===== src/rtl/display_pkg.sv =====
// Shared encodings and constants for the two-digit BCD countdown display controller.
package display_pkg;

   localparam int DIGIT_W       = 4;
   localparam int BCD_MAX       = 9;
   localparam int TWO_DIGIT_MAX = 99;

   typedef enum logic [1:0] {
      ST_IDLE  = 2'd0,
      ST_RUN   = 2'd1,
      ST_PAUSE = 2'd2,
      ST_DONE  = 2'd3
   } state_e;

endpackage


===== src/rtl/display_timer_ctrl_if.sv =====
// Button-pulse inputs and display-facing outputs of the countdown timer controller.
interface display_timer_ctrl_if;
   import display_pkg::*;

   logic               i_Start_Pulse;
   logic               i_Inc_Pulse;
   logic               i_Clear_Pulse;
   logic [DIGIT_W-1:0] o_Tens;
   logic [DIGIT_W-1:0] o_Ones;
   logic               o_Blank;
   logic [1:0]         o_State;
   logic               o_Done;

   modport master (
      output i_Start_Pulse, i_Inc_Pulse, i_Clear_Pulse,
      input  o_Tens, o_Ones, o_Blank, o_State, o_Done
   );

   modport slave (
      input  i_Start_Pulse, i_Inc_Pulse, i_Clear_Pulse,
      output o_Tens, o_Ones, o_Blank, o_State, o_Done
   );

endinterface


===== src/rtl/bcd_pair_step.sv =====
// Combinational +1 / -1 on a two-digit BCD value, wrapping 99 <-> 00.
module bcd_pair_step
   import display_pkg::*;
(
   input  logic [DIGIT_W-1:0] i_tens,
   input  logic [DIGIT_W-1:0] i_ones,
   input  logic               i_inc,
   input  logic               i_dec,
   output logic [DIGIT_W-1:0] o_tens,
   output logic [DIGIT_W-1:0] o_ones
);

   localparam logic [DIGIT_W-1:0] DIG_MAX = DIGIT_W'(BCD_MAX);

   always_comb begin
      o_tens = i_tens;
      o_ones = i_ones;
      if (i_inc && !i_dec) begin
         if (i_ones == DIG_MAX) begin
            o_ones = '0;
            o_tens = (i_tens == DIG_MAX) ? '0 : i_tens + 1'b1;
         end else begin
            o_ones = i_ones + 1'b1;
         end
      end else if (i_dec && !i_inc) begin
         if (i_ones == '0) begin
            o_ones = DIG_MAX;
            o_tens = (i_tens == '0) ? DIG_MAX : i_tens - 1'b1;
         end else begin
            o_ones = i_ones - 1'b1;
         end
      end
   end

endmodule


===== src/rtl/display_timer_ctrl.sv =====
// Countdown timer FSM driving two BCD digits, a blank control and an expiry pulse.
//   state | meaning
//   IDLE  | preset editing with Inc; Start launches if value != 00
//   RUN   | one BCD decrement every CLKS_PER_TICK clocks
//   PAUSE | value and tick count frozen until Start
//   DONE  | digits 00, o_Blank toggles every CLKS_PER_BLINK clocks
module display_timer_ctrl
   import display_pkg::*;
#(
   parameter int CLKS_PER_TICK  = 25_000_000,
   parameter int CLKS_PER_BLINK = 12_500_000
) (
   input  logic                 i_Clk,
   input  logic                 i_Rst_L,
   display_timer_ctrl_if.slave  bus
);

   localparam int TICK_W  = (CLKS_PER_TICK  > 1) ? $clog2(CLKS_PER_TICK)  : 1;
   localparam int BLINK_W = (CLKS_PER_BLINK > 1) ? $clog2(CLKS_PER_BLINK) : 1;
   localparam logic [TICK_W-1:0]  TICK_LAST  = TICK_W'(CLKS_PER_TICK - 1);
   localparam logic [BLINK_W-1:0] BLINK_LAST = BLINK_W'(CLKS_PER_BLINK - 1);

   state_e               state_q, state_d;
   logic [DIGIT_W-1:0]   tens_q, tens_d, ones_q, ones_d;
   logic [DIGIT_W-1:0]   pre_tens_q, pre_tens_d, pre_ones_q, pre_ones_d;
   logic [TICK_W-1:0]    tick_q, tick_d;
   logic [BLINK_W-1:0]   blink_q, blink_d;
   logic                 blank_q, blank_d;
   logic                 done_q, done_d;

   logic                 clr, start, inc;
   logic                 step_inc, step_dec, step_zero;
   logic [DIGIT_W-1:0]   step_tens, step_ones;

   assign clr   = bus.i_Clear_Pulse;
   assign start = bus.i_Start_Pulse && !clr;
   assign inc   = bus.i_Inc_Pulse && !clr && !bus.i_Start_Pulse;

   assign step_inc  = (state_q == ST_IDLE) && inc;
   assign step_dec  = (state_q == ST_RUN) && !clr && !start && (tick_q == TICK_LAST);
   assign step_zero = (step_tens == '0) && (step_ones == '0);

   bcd_pair_step u_step (
      .i_tens (tens_q),
      .i_ones (ones_q),
      .i_inc  (step_inc),
      .i_dec  (step_dec),
      .o_tens (step_tens),
      .o_ones (step_ones)
   );

   always_comb begin
      state_d    = state_q;
      tens_d     = tens_q;
      ones_d     = ones_q;
      pre_tens_d = pre_tens_q;
      pre_ones_d = pre_ones_q;
      tick_d     = tick_q;
      blink_d    = blink_q;
      blank_d    = 1'b0;
      done_d     = 1'b0;

      if (clr) begin
         state_d    = ST_IDLE;
         tens_d     = '0;
         ones_d     = '0;
         pre_tens_d = '0;
         pre_ones_d = '0;
         tick_d     = '0;
         blink_d    = '0;
      end else begin
         unique case (state_q)
            ST_IDLE: begin
               if (start) begin
                  if ((tens_q != '0) || (ones_q != '0)) begin
                     state_d = ST_RUN;
                     tick_d  = '0;
                  end
               end else if (inc) begin
                  tens_d     = step_tens;
                  ones_d     = step_ones;
                  pre_tens_d = step_tens;
                  pre_ones_d = step_ones;
               end
            end
            ST_RUN: begin
               // Start wins over a coincident terminal count; the tick is held.
               if (start) begin
                  state_d = ST_PAUSE;
               end else if (step_dec) begin
                  tick_d = '0;
                  tens_d = step_tens;
                  ones_d = step_ones;
                  if (step_zero) begin
                     state_d = ST_DONE;
                     done_d  = 1'b1;
                     blink_d = '0;
                  end
               end else begin
                  tick_d = tick_q + 1'b1;
               end
            end
            ST_PAUSE: begin
               if (start) state_d = ST_RUN;
            end
            ST_DONE: begin
               if (start) begin
                  state_d = ST_IDLE;
                  tens_d  = pre_tens_q;
                  ones_d  = pre_ones_q;
               end else begin
                  tens_d = '0;
                  ones_d = '0;
                  if (blink_q == BLINK_LAST) begin
                     blink_d = '0;
                     blank_d = !blank_q;
                  end else begin
                     blink_d = blink_q + 1'b1;
                     blank_d = blank_q;
                  end
               end
            end
            default: state_d = ST_IDLE;
         endcase
      end
   end

   always_ff @(posedge i_Clk) begin
      if (!i_Rst_L) begin
         state_q    <= ST_IDLE;
         tens_q     <= '0;
         ones_q     <= '0;
         pre_tens_q <= '0;
         pre_ones_q <= '0;
         tick_q     <= '0;
         blink_q    <= '0;
         blank_q    <= 1'b0;
         done_q     <= 1'b0;
      end else begin
         state_q    <= state_d;
         tens_q     <= tens_d;
         ones_q     <= ones_d;
         pre_tens_q <= pre_tens_d;
         pre_ones_q <= pre_ones_d;
         tick_q     <= tick_d;
         blink_q    <= blink_d;
         blank_q    <= blank_d;
         done_q     <= done_d;
      end
   end

   assign bus.o_Tens  = tens_q;
   assign bus.o_Ones  = ones_q;
   assign bus.o_Blank = blank_q;
   assign bus.o_State = state_q;
   assign bus.o_Done  = done_q;

endmodule

===== src/flat_wrapper.sv =====
// flat-port wrapper written by rule: the top's interface ports become plain ports
module display_timer_ctrl_flat import display_pkg::*;
#(
   parameter int CLKS_PER_TICK  = 25_000_000,
   parameter int CLKS_PER_BLINK = 12_500_000
)
  (i_Clk, i_Rst_L, bus_i_Start_Pulse, bus_i_Inc_Pulse, bus_i_Clear_Pulse, bus_o_Tens, bus_o_Ones, bus_o_Blank, bus_o_State, bus_o_Done);
  display_timer_ctrl_if bus_i ();
  input  logic i_Clk;
  input  logic i_Rst_L;
  input wire logic [$bits(bus_i.i_Start_Pulse)-1:0] bus_i_Start_Pulse;
  input wire logic [$bits(bus_i.i_Inc_Pulse)-1:0] bus_i_Inc_Pulse;
  input wire logic [$bits(bus_i.i_Clear_Pulse)-1:0] bus_i_Clear_Pulse;
  output wire logic [$bits(bus_i.o_Tens)-1:0] bus_o_Tens;
  output wire logic [$bits(bus_i.o_Ones)-1:0] bus_o_Ones;
  output wire logic [$bits(bus_i.o_Blank)-1:0] bus_o_Blank;
  output wire logic [$bits(bus_i.o_State)-1:0] bus_o_State;
  output wire logic [$bits(bus_i.o_Done)-1:0] bus_o_Done;
  assign bus_i.i_Start_Pulse = bus_i_Start_Pulse;
  assign bus_i.i_Inc_Pulse = bus_i_Inc_Pulse;
  assign bus_i.i_Clear_Pulse = bus_i_Clear_Pulse;
  assign bus_o_Tens = bus_i.o_Tens;
  assign bus_o_Ones = bus_i.o_Ones;
  assign bus_o_Blank = bus_i.o_Blank;
  assign bus_o_State = bus_i.o_State;
  assign bus_o_Done = bus_i.o_Done;
  display_timer_ctrl #(.CLKS_PER_TICK(CLKS_PER_TICK), .CLKS_PER_BLINK(CLKS_PER_BLINK)) u_core (.i_Clk(i_Clk), .i_Rst_L(i_Rst_L), .bus(bus_i));
endmodule

===== config.mk =====
export PLATFORM = sky130hd
export DESIGN_NAME = display_timer_ctrl_flat
export DESIGN_NICKNAME = d
export VERILOG_FILES = /design/src/rtl/display_pkg.sv /design/src/rtl/display_timer_ctrl_if.sv /design/src/rtl/bcd_pair_step.sv /design/src/rtl/display_timer_ctrl.sv /design/src/flat_wrapper.sv
export SDC_FILE = /design/constraint.sdc
export NUM_CORES = 1
export LEC_CHECK = 0
export CORE_MARGIN = 2
export CORE_UTILIZATION = 60
export DETAILED_ROUTE_END_ITERATION = 10
export PLACE_DENSITY = 0.79
export REMOVE_ABC_BUFFERS = 1
export SLEW_MARGIN = 20
export SYNTH_ARGS = -nofsm -noshare
export SYNTH_HDL_FRONTEND = slang
export SYNTH_HIERARCHICAL = 1
export SYNTH_SLANG_ARGS = --single-unit

===== constraint.sdc =====
create_clock -name i_Clk -period 4.65 [get_ports i_Clk]
set_input_delay 0.93 -clock i_Clk [delete_from_list [all_inputs] [get_ports i_Clk]]
set_output_delay 0.93 -clock i_Clk [all_outputs]
set_load 0.05 [all_outputs]

# Word level (Yosys, flattened, before mapping)
# Cells that the tools add are included.
dict set report op_classes {
  bitwise 5
  addsub 6
  eq_ne 19
  n_mux 42
  reduce_logical 35
}
# operator count
set op_table {}
lappend op_table {{24-bit 2-to-1 mux} 5}
lappend op_table {{25-bit 2-to-1 mux} 4}
lappend op_table {{4-bit 2-to-1 mux} 20}
lappend op_table {{25-bit one-hot mux with 2 select lines} 1}
lappend op_table {{24-bit one-hot mux with 2 select lines} 1}
lappend op_table {{25-bit by 1-bit adder with 25-bit output, second input constant} 1}
lappend op_table {{25-bit equality test, second input constant} 1}
lappend op_table {{24-bit by 1-bit adder with 24-bit output, second input constant} 1}
lappend op_table {{24-bit equality test, second input constant} 1}
lappend op_table {{4-bit one-hot mux with 3 select lines} 2}
lappend op_table {{4-bit zero test} 4}
lappend op_table {{2-bit 2-to-1 mux} 7}
lappend op_table {{1-bit logical AND} 10}
lappend op_table {{2-bit by 1-bit inequality test with 1-bit output, second input constant} 5}
lappend op_table {{2-bit inequality test, second input constant} 5}
lappend op_table {{5-bit AND reduction} 2}
lappend op_table {{4-bit by 1-bit adder with 4-bit output, second input constant} 2}
lappend op_table {{4-bit equality test, second input constant} 2}
lappend op_table {{2-bit one-hot mux with 4 select lines} 1}
lappend op_table {{4-bit nonzero test} 2}
lappend op_table {{4-bit by 1-bit subtractor with 4-bit output, second input constant} 2}
lappend op_table {{1-bit zero test} 6}
lappend op_table {{6-bit AND reduction} 1}
lappend op_table {{1-bit inverter} 5}
lappend op_table {{14 further kinds} 16}
dict set report totals {
  regBits 69
  in_bits 5
  wordCells 116
  out_inout_bits 12
}

# Logic depth before layout (Yosys ltp)
# Gate-level depths: netlist (run 1).
dict set report depth {
  depth_word 14
  mapped_depth 15
  mapped_depth_nobuf 13
}

# Cells and area by module
# The synthesis (run 1) kept the hierarchy.
# module cells_each instances seq_area_each_um2 area_each_um2
set by_module_without_submodules {}
lappend by_module_without_submodules {display_timer_ctrl 441 1 1381.3 3626.0}
lappend by_module_without_submodules {bcd_pair_step 57 1 0.0 372.9}

# Worst setup path after synthesis (run 1)
# No wires, ideal clock.
dict set report synth_timing {
  path_type {input to register}
  from {input port bus_i_Clear_Pulse}
  to {register u_core.blink_q[9]}
  setup_time_ns 0.066
  cell_stages 14
  required_ns 4.584
  path_buffers 3
  arrival_ns 4.128
  setup_slack_ns 0.456
  cell_sequence {nor2_1 and3_1 clkbuf_1 nor2b_1 nand2_1 and3_1 or4_1 nor4_1 nand2_1 or3_1 buf_4 buf_6 a211oi_2 a2bb2oi_2}
}
dict set report synth_via {
  elab_chain_cells 12
  elab_cells_between_ends 26
  classes_between {4 x eq/ne; 4 x mux; 18 x reduce/logical}
}
# item line_no
set synth_rtl {}
lappend synth_rtl {{start, declared} flat_wrapper.sv:13} ;# input wire logic [$bits(bus_i.i_Clear_Pulse)-1:0] bus_i_Clear_Pulse;
lappend synth_rtl {{1-bit zero test (*)} display_timer_ctrl.sv:37} ;# assign inc = bus.i_Inc_Pulse && !clr && !bus.i_Start_Pulse;
lappend synth_rtl {{1-bit logical AND (*) (2 in series)} display_timer_ctrl.sv:37}
lappend synth_rtl {{1-bit logical AND (*)} display_timer_ctrl.sv:39} ;# assign step_inc = (state_q == ST_IDLE) && inc;
lappend synth_rtl {{net u_core.step_inc} display_timer_ctrl.sv:32} ;# logic step_inc, step_dec, step_zero;
lappend synth_rtl {{1-bit zero test} bcd_pair_step.sv:25} ;# end else if (i_dec && !i_inc) begin
lappend synth_rtl {{1-bit logical AND} bcd_pair_step.sv:25}
lappend synth_rtl {{4-bit 2-to-1 mux} bcd_pair_step.sv:25}
lappend synth_rtl {{4-bit 2-to-1 mux (*)} bcd_pair_step.sv:18} ;# if (i_inc && !i_dec) begin
lappend synth_rtl {{net u_core.step_tens[3]} display_timer_ctrl.sv:33} ;# logic [DIGIT_W-1:0] step_tens, step_ones;
lappend synth_rtl {{4-bit zero test (*)} display_timer_ctrl.sv:41} ;# assign step_zero = (step_tens == '0) && (step_ones == '0);
lappend synth_rtl {{1-bit logical AND (*)} display_timer_ctrl.sv:41}
lappend synth_rtl {{2-bit by 1-bit inequality test with 1-bit output (no source line) (*)} n/a}
lappend synth_rtl {{5-bit AND reduction (no source line) (*)} n/a}
lappend synth_rtl {{end signal, assigned} display_timer_ctrl.sv:146} ;# blink_q <= blink_d;
lappend synth_rtl {{end, declared} display_timer_ctrl.sv:27} ;# logic [BLINK_W-1:0] blink_q, blink_d;
# Mark *: on every way through the listed nets, which the timed path passes. The rest lies on a longest branch.
# A chain may end at the register's enable or synchronous reset.

# Final worst setup path (run 1)
dict set report layout_timing {
  from {input port bus_i_Clear_Pulse}
  to {register u_core.blink_q[13]}
}
dict set report layout_via {
  elab_chain_cells 12
  elab_cells_between_ends 26
  classes_between {4 x eq/ne; 4 x mux; 18 x reduce/logical}
}
# item line_no
set layout_rtl {}
lappend layout_rtl {{1-bit zero test (*)} {display_timer_ctrl.sv:36, display_timer_ctrl.sv:40}}
lappend layout_rtl {{1-bit logical AND} display_timer_ctrl.sv:36} ;# assign start = bus.i_Start_Pulse && !clr;
lappend layout_rtl {{1-bit zero test} display_timer_ctrl.sv:40} ;# assign step_dec = (state_q == ST_RUN) && !clr && !start && (tick_q == TICK_LAST);
lappend layout_rtl {{1-bit logical AND (*) (2 in series)} display_timer_ctrl.sv:40}
lappend layout_rtl {{net u_core.step_dec} display_timer_ctrl.sv:32}
lappend layout_rtl {{1-bit logical AND or 1-bit zero test (tied branches)} {bcd_pair_step.sv:25, bcd_pair_step.sv:18}}
lappend layout_rtl {{4-bit 2-to-1 mux or 1-bit logical AND (tied branches)} {bcd_pair_step.sv:25, bcd_pair_step.sv:18}}
lappend layout_rtl {{4-bit 2-to-1 mux (*)} bcd_pair_step.sv:18}
lappend layout_rtl {{net u_core.step_tens[3]} display_timer_ctrl.sv:33}
lappend layout_rtl {{4-bit zero test (*)} display_timer_ctrl.sv:41}
lappend layout_rtl {{1-bit logical AND (*)} display_timer_ctrl.sv:41}
lappend layout_rtl {{2-bit by 1-bit inequality test with 1-bit output (no source line) (*)} n/a}
lappend layout_rtl {{5-bit AND reduction (no source line) (*)} n/a}
# Marks and branches as above.

==> run_results.csv, run 1 <==
group,metric,value,unit
outcome,run_status,"finished clean",
worst_setup_path,worstPathArrival,4660,ps
synthesis,fraction_of_registers_with_async_set_or_reset_after_synthesis,0,
hold_path,hold_start,"u_core/blink_q[23]",
timing,max_slew_violation_count,0,
clock_tree,h-tree-depth,3,
floorplanning,start_util,0.6262,
clock_tree,tritoncts_num_sinks,69,
routing,vias,3958,
routing,remaining_drc_errors,0,
layout,layout.cell_area.non_filler,4478,µm²
synthesis,yosys_register_bits,69,
synthesis,synth_top_cell_area_share,0.3454,
synthesis,synth.top_cells.by_area,"sky130_fd_sc_hd__dfxtp_1 (35%), sky130_fd_sc_hd__nand3_1 (4.8%), sky130_fd_sc_hd__nand4_1 (3.8%)",
hold_path,class_of_the_tightest_hold_or_removal_check,"register to register",
worst_setup_path,critPathSlowestCell,"sky130_fd_sc_hd__or4_1",
routing,drt-total-wl,9996,µm
power,post_layout_total_power,1.233,mW
timing,fin_crit_sh,0.9420,
timing,rsz0062_at_grt,"false",
global_route,grt_pass1_wl,17200,µm
hold_path,worst_hold_path.num_cells,2,
placement,cell_area_after_placement,4254,µm²
clock_tree,cts-root-buf,"sky130_fd_sc_hd__clkbuf_8",
clock_tree,worst_case_clock_buffer_depth,2,
worst_setup_path,critical_path.most_common_cell,"sky130_fd_sc_hd__nor4_1",
worst_setup_path,worstSetupPathType,"primary input to register",
clock_tree,cts_setup_buffers,0,
floorplanning,die_w,85.64,µm
global_route,grt_pass1_vias,3684,
synthesis,synth_area_per_cell,8.030,µm²
floorplanning,dieArea,7333,µm²
layout,antennaDiodeCount,0,
hold_path,worst_hold_path.endpoint,"u_core/blink_q[23]",
timing,slew_headroom,0.3520,
synthesis,syn-cell-area,3999,µm²
worst_setup_path,r2r_cells,13,
placement,place_worst_setup_slack,-15.39,ps
routing,dr.pass1.iters,4,
synthesis,cells_after_synthesis,498,
timing,hold_viol_final,0,
routing,drt_first_iter_violations,351,
global_route,grt_antenna_before_repair,0,
timing,whs,499.2,ps
routing,route.detailed.wl_per_inst,16.83,µm
worst_setup_path,crit_path_cell_trace,"clkdlybuf4s50_1 > nor4_1 > nand4_1 > nor2_1 > or4b_4 > o211ai_2 > o41ai_1 > or4_1 > nor4_1 > nand2_1 > or3_1 > buf_12 > a2111oi_4 > a2bb2oi_2",
clock_tree,path_clk_slew,80,ps
worst_setup_path,worst_setup_path_start_kind,"primary input",
power,p_per_area,275.4,nW/µm²
timing,timing.final.setup_violations,0,
worst_setup_path,rr_startpoint,"u_core/tick_q[5]",
clock_tree,clock_buffer_count_from_cts,9,
global_route,grt_overflow,0,
worst_setup_path,cp-end-kind,"register",
synthesis,synth.largest_area_cell,"sky130_fd_sc_hd__dfxtp_1",
timing,achievable-frequency,228.3,MHz
worst_setup_path,reg2reg_slack,570,ps
layout,finish.net_count,519,
floorplanning,die_y,85.64,µm
timing,post-route-min-period,4380,ps
routing,detail-route-antenna-nets,0,
worst_setup_path,worst_path_dominant_cell_family,"simple AND/OR/NAND/NOR gates",
layout,fraction_of_layout_cells_with_a_size_suffix_above_1,0.09478,
placement,finalWeightedCongestion,0.9472,
power,power.ir.vdd_worst,0.0002118,V
timing,timing_worst_slew_pin_value,968.8,ps
placement,detailed_place_hpwl,6846,µm
global_route,grt_max_degree,27,
placement,placement.io_buffers,16,
clock_tree,clock_tree_from_tritoncts,"yes",
floorplanning,top_level_ports,17,
worst_setup_path,timing.critical_path.fanout_max,26,
worst_setup_path,reg2reg_to,"u_core/blink_q[13]",
worst_setup_path,worstPathRequired,4930,ps
layout,fillers,525,
power,cellLeakagePower,1.374,nW
global_route,grt_util_all_layers,0.2866,
flow_run,maxCapViolCount,0,
timing,clock_skew,12.15,ps
clock_tree,clkLatencyLatePin,350,ps
floorplanning,placementRows,29,
synthesis,ys_seq_area_frac,0.3454,
routing,routed_via_density,6.663,
floorplanning,design.core.area,6386,µm²
synthesis,yosys_warnings,6,
clock_tree,cts-resized-gates,0,
worst_setup_path,path_buf_inv,2,
synthesis,synth_flop_cell,"sky130_fd_sc_hd__dfxtp_1",
timing,post-route-worst-setup-slack,269.6,ps
synthesis,post_synth_num_cell_types,68,
worst_setup_path,critPathMaxStageDelay,510,ps
clock_tree,postCtsHoldBufs,0,
synthesis,synth-edff-count,0,
layout,syn_to_final_growth,11.98,%
layout,finish.utilization,0.7012,
-- final cells by class --
cell class              instances  area [µm²]  share of cell area
clock buffers                  10       137.6             0.03073
clock inverters                 6       86.33             0.01928
inverters                      13       48.80             0.01090
multi-input cells             386        2427              0.5421
flip-flops and latches         69        1381              0.3085
well taps                      77       96.34             0.02151
repair buffers                 33       300.3             0.06706
-- metal layers --
metal  track usage  wire length (µm)  up-vias
met1        0.3826              4420     1877
li1              -                 -     1908
met4       0.08802               177        0
met2        0.4709              4809      153
met3       0.05582               588       20
met5             0                 0        -
-- cells in the mapped netlist (3+ instances only) --
cell                        n
sky130_fd_sc_hd__a31oi_1    5
sky130_fd_sc_hd__nor2b_1    4
sky130_fd_sc_hd__nor4b_1    3
sky130_fd_sc_hd__o21ai_0   20
sky130_fd_sc_hd__a21oi_1   27
sky130_fd_sc_hd__and3_1    12
sky130_fd_sc_hd__or3_1     14
sky130_fd_sc_hd__a22oi_1    4
sky130_fd_sc_hd__a22o_1     9
sky130_fd_sc_hd__o211ai_1   7
sky130_fd_sc_hd__nand3_1   38
sky130_fd_sc_hd__and4_1     5
sky130_fd_sc_hd__nor3_1    23
sky130_fd_sc_hd__nand2b_1   7
sky130_fd_sc_hd__o21ai_1    5
sky130_fd_sc_hd__inv_1     13
sky130_fd_sc_hd__xnor2_1   12
sky130_fd_sc_hd__nor4_1    16
sky130_fd_sc_hd__nand2_1   33
sky130_fd_sc_hd__nand4_1   24
sky130_fd_sc_hd__xor2_1     9
sky130_fd_sc_hd__dfxtp_1   69
sky130_fd_sc_hd__clkbuf_1  20
sky130_fd_sc_hd__or2_2      3
sky130_fd_sc_hd__nor2_1    36
sky130_fd_sc_hd__o22ai_1    4
sky130_fd_sc_hd__mux2i_1   13
sky130_fd_sc_hd__or4_1      7
sky130_fd_sc_hd__buf_2      5
-- registers in the layout, indices dropped and copies added (netlist names) --
register / count
u_core/bus.o_State: 2
u_core/pre_ones_q: 4
u_core/bus.o_Ones: 4
u_core/tick_q: 25
u_core/bus.o_Done: 1
u_core/bus.o_Blank: 1
u_core/blink_q: 24
u_core/pre_tens_q: 4
u_core/bus.o_Tens: 4
-- through the flow --
step,TNS [ps],instances
4_1_cts,0,594
2_1_floorplan,0,468
3_5_place_dp,-15.39,578
6_report,0,594
3_3_place_gp,0,578
5_1_grt,0,594
-- report_power, final --
part / total (mW) / switching, mW / internal, mW
logic: 0.0825 / 0.0532 / 0.0293
clock network: 0.553 / 0.237 / 0.316
registers: 0.598 / 0.00556 / 0.593
-- cells by family (layout without fill, tap and decap cells) --
kind of cell,Yosys count,in the layout,synth area share
XOR/XNOR,21,21,0.04600
AND/OR/NAND/NOR,241,241,0.3323
multiplexers,13,13,0.03254
AO/OA/AOI/OAI,109,109,0.1899
adder cells (fa/ha/maj),2,2,0.006257
buffers and inverters,43,62,0.04756
flip-flops,69,69,0.3454
-- worst min-delay path: stages, from the launching register on --
cell	delay, ps
sky130_fd_sc_hd__dfxtp_1	340
sky130_fd_sc_hd__nand3_1	70
sky130_fd_sc_hd__nand2_1	50
-- cells in the final DEF (no fill, tap or decap), types with 20 or more instances in the layout --
master,n
sky130_fd_sc_hd__nand4_1,24
sky130_fd_sc_hd__nor3_1,23
sky130_fd_sc_hd__nor2_1,36
sky130_fd_sc_hd__nand3_1,38
sky130_fd_sc_hd__dfxtp_1,69
sky130_fd_sc_hd__nand2_1,33
sky130_fd_sc_hd__a21oi_1,27
sky130_fd_sc_hd__o21ai_0,20
-- how the worst max path moves through the flow --
stage	to	slack [ps]	cells past startpoint	from
2_1_floorplan	u_core/blink_q[11]	260	12	bus_i_Clear_Pulse
3_3_place_gp	u_core/blink_q[13]	80	14	bus_i_Clear_Pulse
3_5_place_dp	u_core/blink_q[13]	-20	14	bus_i_Clear_Pulse
4_1_cts	u_core/blink_q[13]	320	14	bus_i_Clear_Pulse
5_1_grt	u_core/blink_q[13]	80	14	bus_i_Clear_Pulse
6_report	u_core/blink_q[13]	270	14	bus_i_Clear_Pulse
(Power assumes the default switching activity.)
==> run 2, diff against run 1 <==
SKIP_CTS_REPAIR_TIMING = 1   (was not set)
==> results of run 2 <==
The final DEF is identical to that of run 1; final timing and power are the same.
==> run 3, diff against run 2 <==
GPL_TIMING_DRIVEN = 0   (was not set)
==> run 3 against run 2 <==
Worst hold slack got worse by 1.8 ps. Utilization barely moved. Critical path type unchanged. Critical endpoint unchanged. Design area barely moved. Clock power barely moved. Power barely moved. Sequential share of layout area barely moved. Highest routed layer unchanged. Critical path depth did not move.
==> run_results.csv, run 3 (synthesized netlist as in run 1, its figures left out) <==
group,metric,value,unit
worst_setup_path,r2r_cells,14,
routing,drt_first_iter_violations,283,
outcome,run_status,"finished clean",
global_route,grt_pass1_vias,3483,
timing,fin_crit_sh,0.9587,
clock_tree,tritoncts_num_sinks,69,
timing,timing.setup.tns,0,ps
clock_tree,worst_case_clock_buffer_depth,2,
layout,most_frequent_cells_in_the_layout,"sky130_fd_sc_hd__dfxtp_1 (69), sky130_fd_sc_hd__nand3_1 (38), sky130_fd_sc_hd__nor2_1 (34), sky130_fd_sc_hd__nand2_1 (31), sky130_fd_sc_hd__a21oi_1 (27)",
floorplanning,start_util,0.6262,
routing,vias,3929,
layout,largestRegisters,"u_core/tick_q: 25 flops, u_core/blink_q: 24 flops",
worst_setup_path,worstPathArrival,4740,ps
layout,regMostFlops,"u_core/tick_q",
routing,detail-route-antenna-nets,0,
placement,place_worst_setup_slack,-1005,ps
flow_run,maxCapViolCount,0,
clock_tree,clock_buffer_count_from_cts,9,
placement,detailed_place_hpwl,6304,µm
global_route,groute.layer.met1.usage,0.3513,
global_route,grt_util_all_layers,0.2709,
layout,fraction_of_layout_cells_with_a_size_suffix_above_1,0.09804,
power,cellLeakagePower,1.362,nW
timing,max_slew_violation_count,0,
worst_setup_path,worstSetupPathType,"primary input to register",
worst_setup_path,critical_path_cell_count,14,
floorplanning,top_level_ports,17,
global_route,grt-busiest-layer,"met2",
routing,remaining_drc_errors,0,
worst_setup_path,worst_setup_path_start_kind,"primary input",
power,p_per_area,275.6,nW/µm²
worst_setup_path,timing.critical_path.fanout_max,6,
timing,clock_skew,8.592,ps
routing,dr.pass1.iters,5,
layout,syn_to_final_growth,11.95,%
routing,drt-total-wl,10090,µm
timing,post-route-worst-setup-slack,192.2,ps
worst_setup_path,reg2reg_slack,310,ps
routing,routed_via_density,6.693,
placement,finalWeightedCongestion,0.8553,
worst_setup_path,reg2reg_to,"u_core/blink_q[13]",
clock_tree,path_clk_slew,70,ps
placement,placement.io_buffers,16,
floorplanning,dieArea,7333,µm²
global_route,grt_overflow,0,
layout,finish.net_count,512,
floorplanning,die_y,85.64,µm
clock_tree,clock_tree_from_tritoncts,"yes",
floorplanning,placementRows,29,
hold_path,class_of_the_tightest_hold_or_removal_check,"register to register",
power,power.ir.vdd_worst,0.0001919,V
timing,slew_headroom,0.2581,
clock_tree,cts-root-buf,"sky130_fd_sc_hd__clkbuf_8",
floorplanning,design.core.area,6386,µm²
layout,antennaDiodeCount,0,
timing,achievable-frequency,224.3,MHz
worst_setup_path,critPathLaunch,"bus_i_Start_Pulse",
timing,timing.final.setup_violations,0,
worst_setup_path,rr_startpoint,"u_core/tick_q[0]",
worst_setup_path,worst_path_dominant_cell_family,"simple AND/OR/NAND/NOR gates",
routing,route.detailed.wl_per_inst,17.19,µm
floorplanning,die_w,85.64,µm
global_route,grt_antenna_before_repair,0,
layout,fillers,510,
worst_setup_path,critPathMaxStageDelay,540,ps
timing,timing_worst_slew_pin_value,1111,ps
worst_setup_path,cp-end-kind,"register",
layout,finish.utilization,0.7010,
worst_setup_path,crit_path_cell_trace,"dlymetal6s2s_1 > nor4_1 > nand4_1 > nor2_4 > or4b_4 > o211ai_2 > o41ai_1 > or4_4 > nor4_4 > nand2_2 > or3_4 > buf_12 > a2111oi_4 > a2bb2oi_2",
clock_tree,h-tree-depth,3,
timing,rsz0062_at_grt,"false",
global_route,gr-usage-met3,0.05101,
global_route,grt_use_met2,0.4339,
layout,final_common_cell,"sky130_fd_sc_hd__dfxtp_1",
worst_setup_path,critPathSlowestCell,"sky130_fd_sc_hd__or4_4",
worst_setup_path,worstPathRequired,4930,ps
worst_setup_path,path_buf_inv,2,
global_route,grt_pass1_wl,16330,µm
clock_tree,clkLatencyLatePin,350,ps
timing,post-route-min-period,4458,ps
timing,hold_viol_final,0,
worst_setup_path,crit_path_end,"u_core/blink_q[13]",
layout,max_ffs_per_register,25,
global_route,grt_max_degree,27,
run 3: changes by cell type in the layout (fill, tap and decap cells not counted), moves of 2 or more:
cell	change
sky130_fd_sc_hd__buf_4	-9
sky130_fd_sc_hd__clkdlybuf4s50_1	-2
sky130_fd_sc_hd__dlymetal6s2s_1	+2
sky130_fd_sc_hd__nand2_1	-2
sky130_fd_sc_hd__nand2_2	+2
sky130_fd_sc_hd__nor2_1	-2
run 3: worst min-delay path by stage:
| stage | from | end | cells past startpoint | slack [ps] |
|---|---|---|---|---|
| global placement | u_core/tick_q[24] | u_core/tick_q[24] | 2 | 470 |
| detailed placement | u_core/pre_ones_q[0] | u_core/pre_ones_q[0] | 2 | 480 |
| CTS | u_core/tick_q[24] | u_core/tick_q[24] | 2 | 500 |
| finish | u_core/pre_tens_q[3] | u_core/pre_tens_q[3] | 2 | 500 |
| global route | u_core/blink_q[13] | u_core/blink_q[13] | 1 | 530 |
| floorplan | u_core/tick_q[24] | u_core/tick_q[24] | 2 | 450 |
run 3: worst min-delay path: cells and delay by family (launching register included):
| kind | cells | cell delay [ps] |
|---|---|---|
| flip-flops | 1 | 330 |
| AND/OR/NAND/NOR | 1 | 70 |
| multiplexers | 1 | 60 |
run 3: through the flow:
stage / cells / hold WS, ps / total power, mW / instance area (µm²)
4_1_cts: 578 / 496.4 / 1.232 / 4354
2_1_floorplan: 468 / 453.4 / 0.6630 / 3857
6_report: 587 / 497.4 / 1.234 / 4477
5_1_grt: 587 / 535.0 / 1.275 / 4477
3_3_place_gp: 561 / 470.6 / 0.6848 / 4114
3_5_place_dp: 562 / 484.3 / 0.6864 / 4129
run 3: final cells by class:
cell class                      instances  area (µm²)  share of cell area
Multi-Input combinational cell        387        2480              0.5539
Inverter                               13       48.80             0.01090
Sequential cell                        69        1381              0.3086
Timing Repair Buffer                   25       245.2             0.05478
Tap cell                               77       96.34             0.02152
Clock inverter                          4       70.07             0.01565
Clock buffer                           12       155.1             0.03466
run 3: metal layers:
metal | share of wire | vias up | wire length [µm]
li1 | - | 1890 | -
met4 | 0.028 | 0 | 287
met1 | 0.45 | 1862 | 4574
met5 | 0 | - | 0
met3 | 0.052 | 35 | 521
met2 | 0.47 | 142 | 4707
run 3: power by group:
part | internal, mW | total, mW | leakage [nW] | switching (mW)
Clock | 0.330 | 0.554 | 0.116 | 0.224
Sequential | 0.593 | 0.598 | 0.556 | 0.00552
Combinational | 0.0263 | 0.0816 | 0.689 | 0.0553
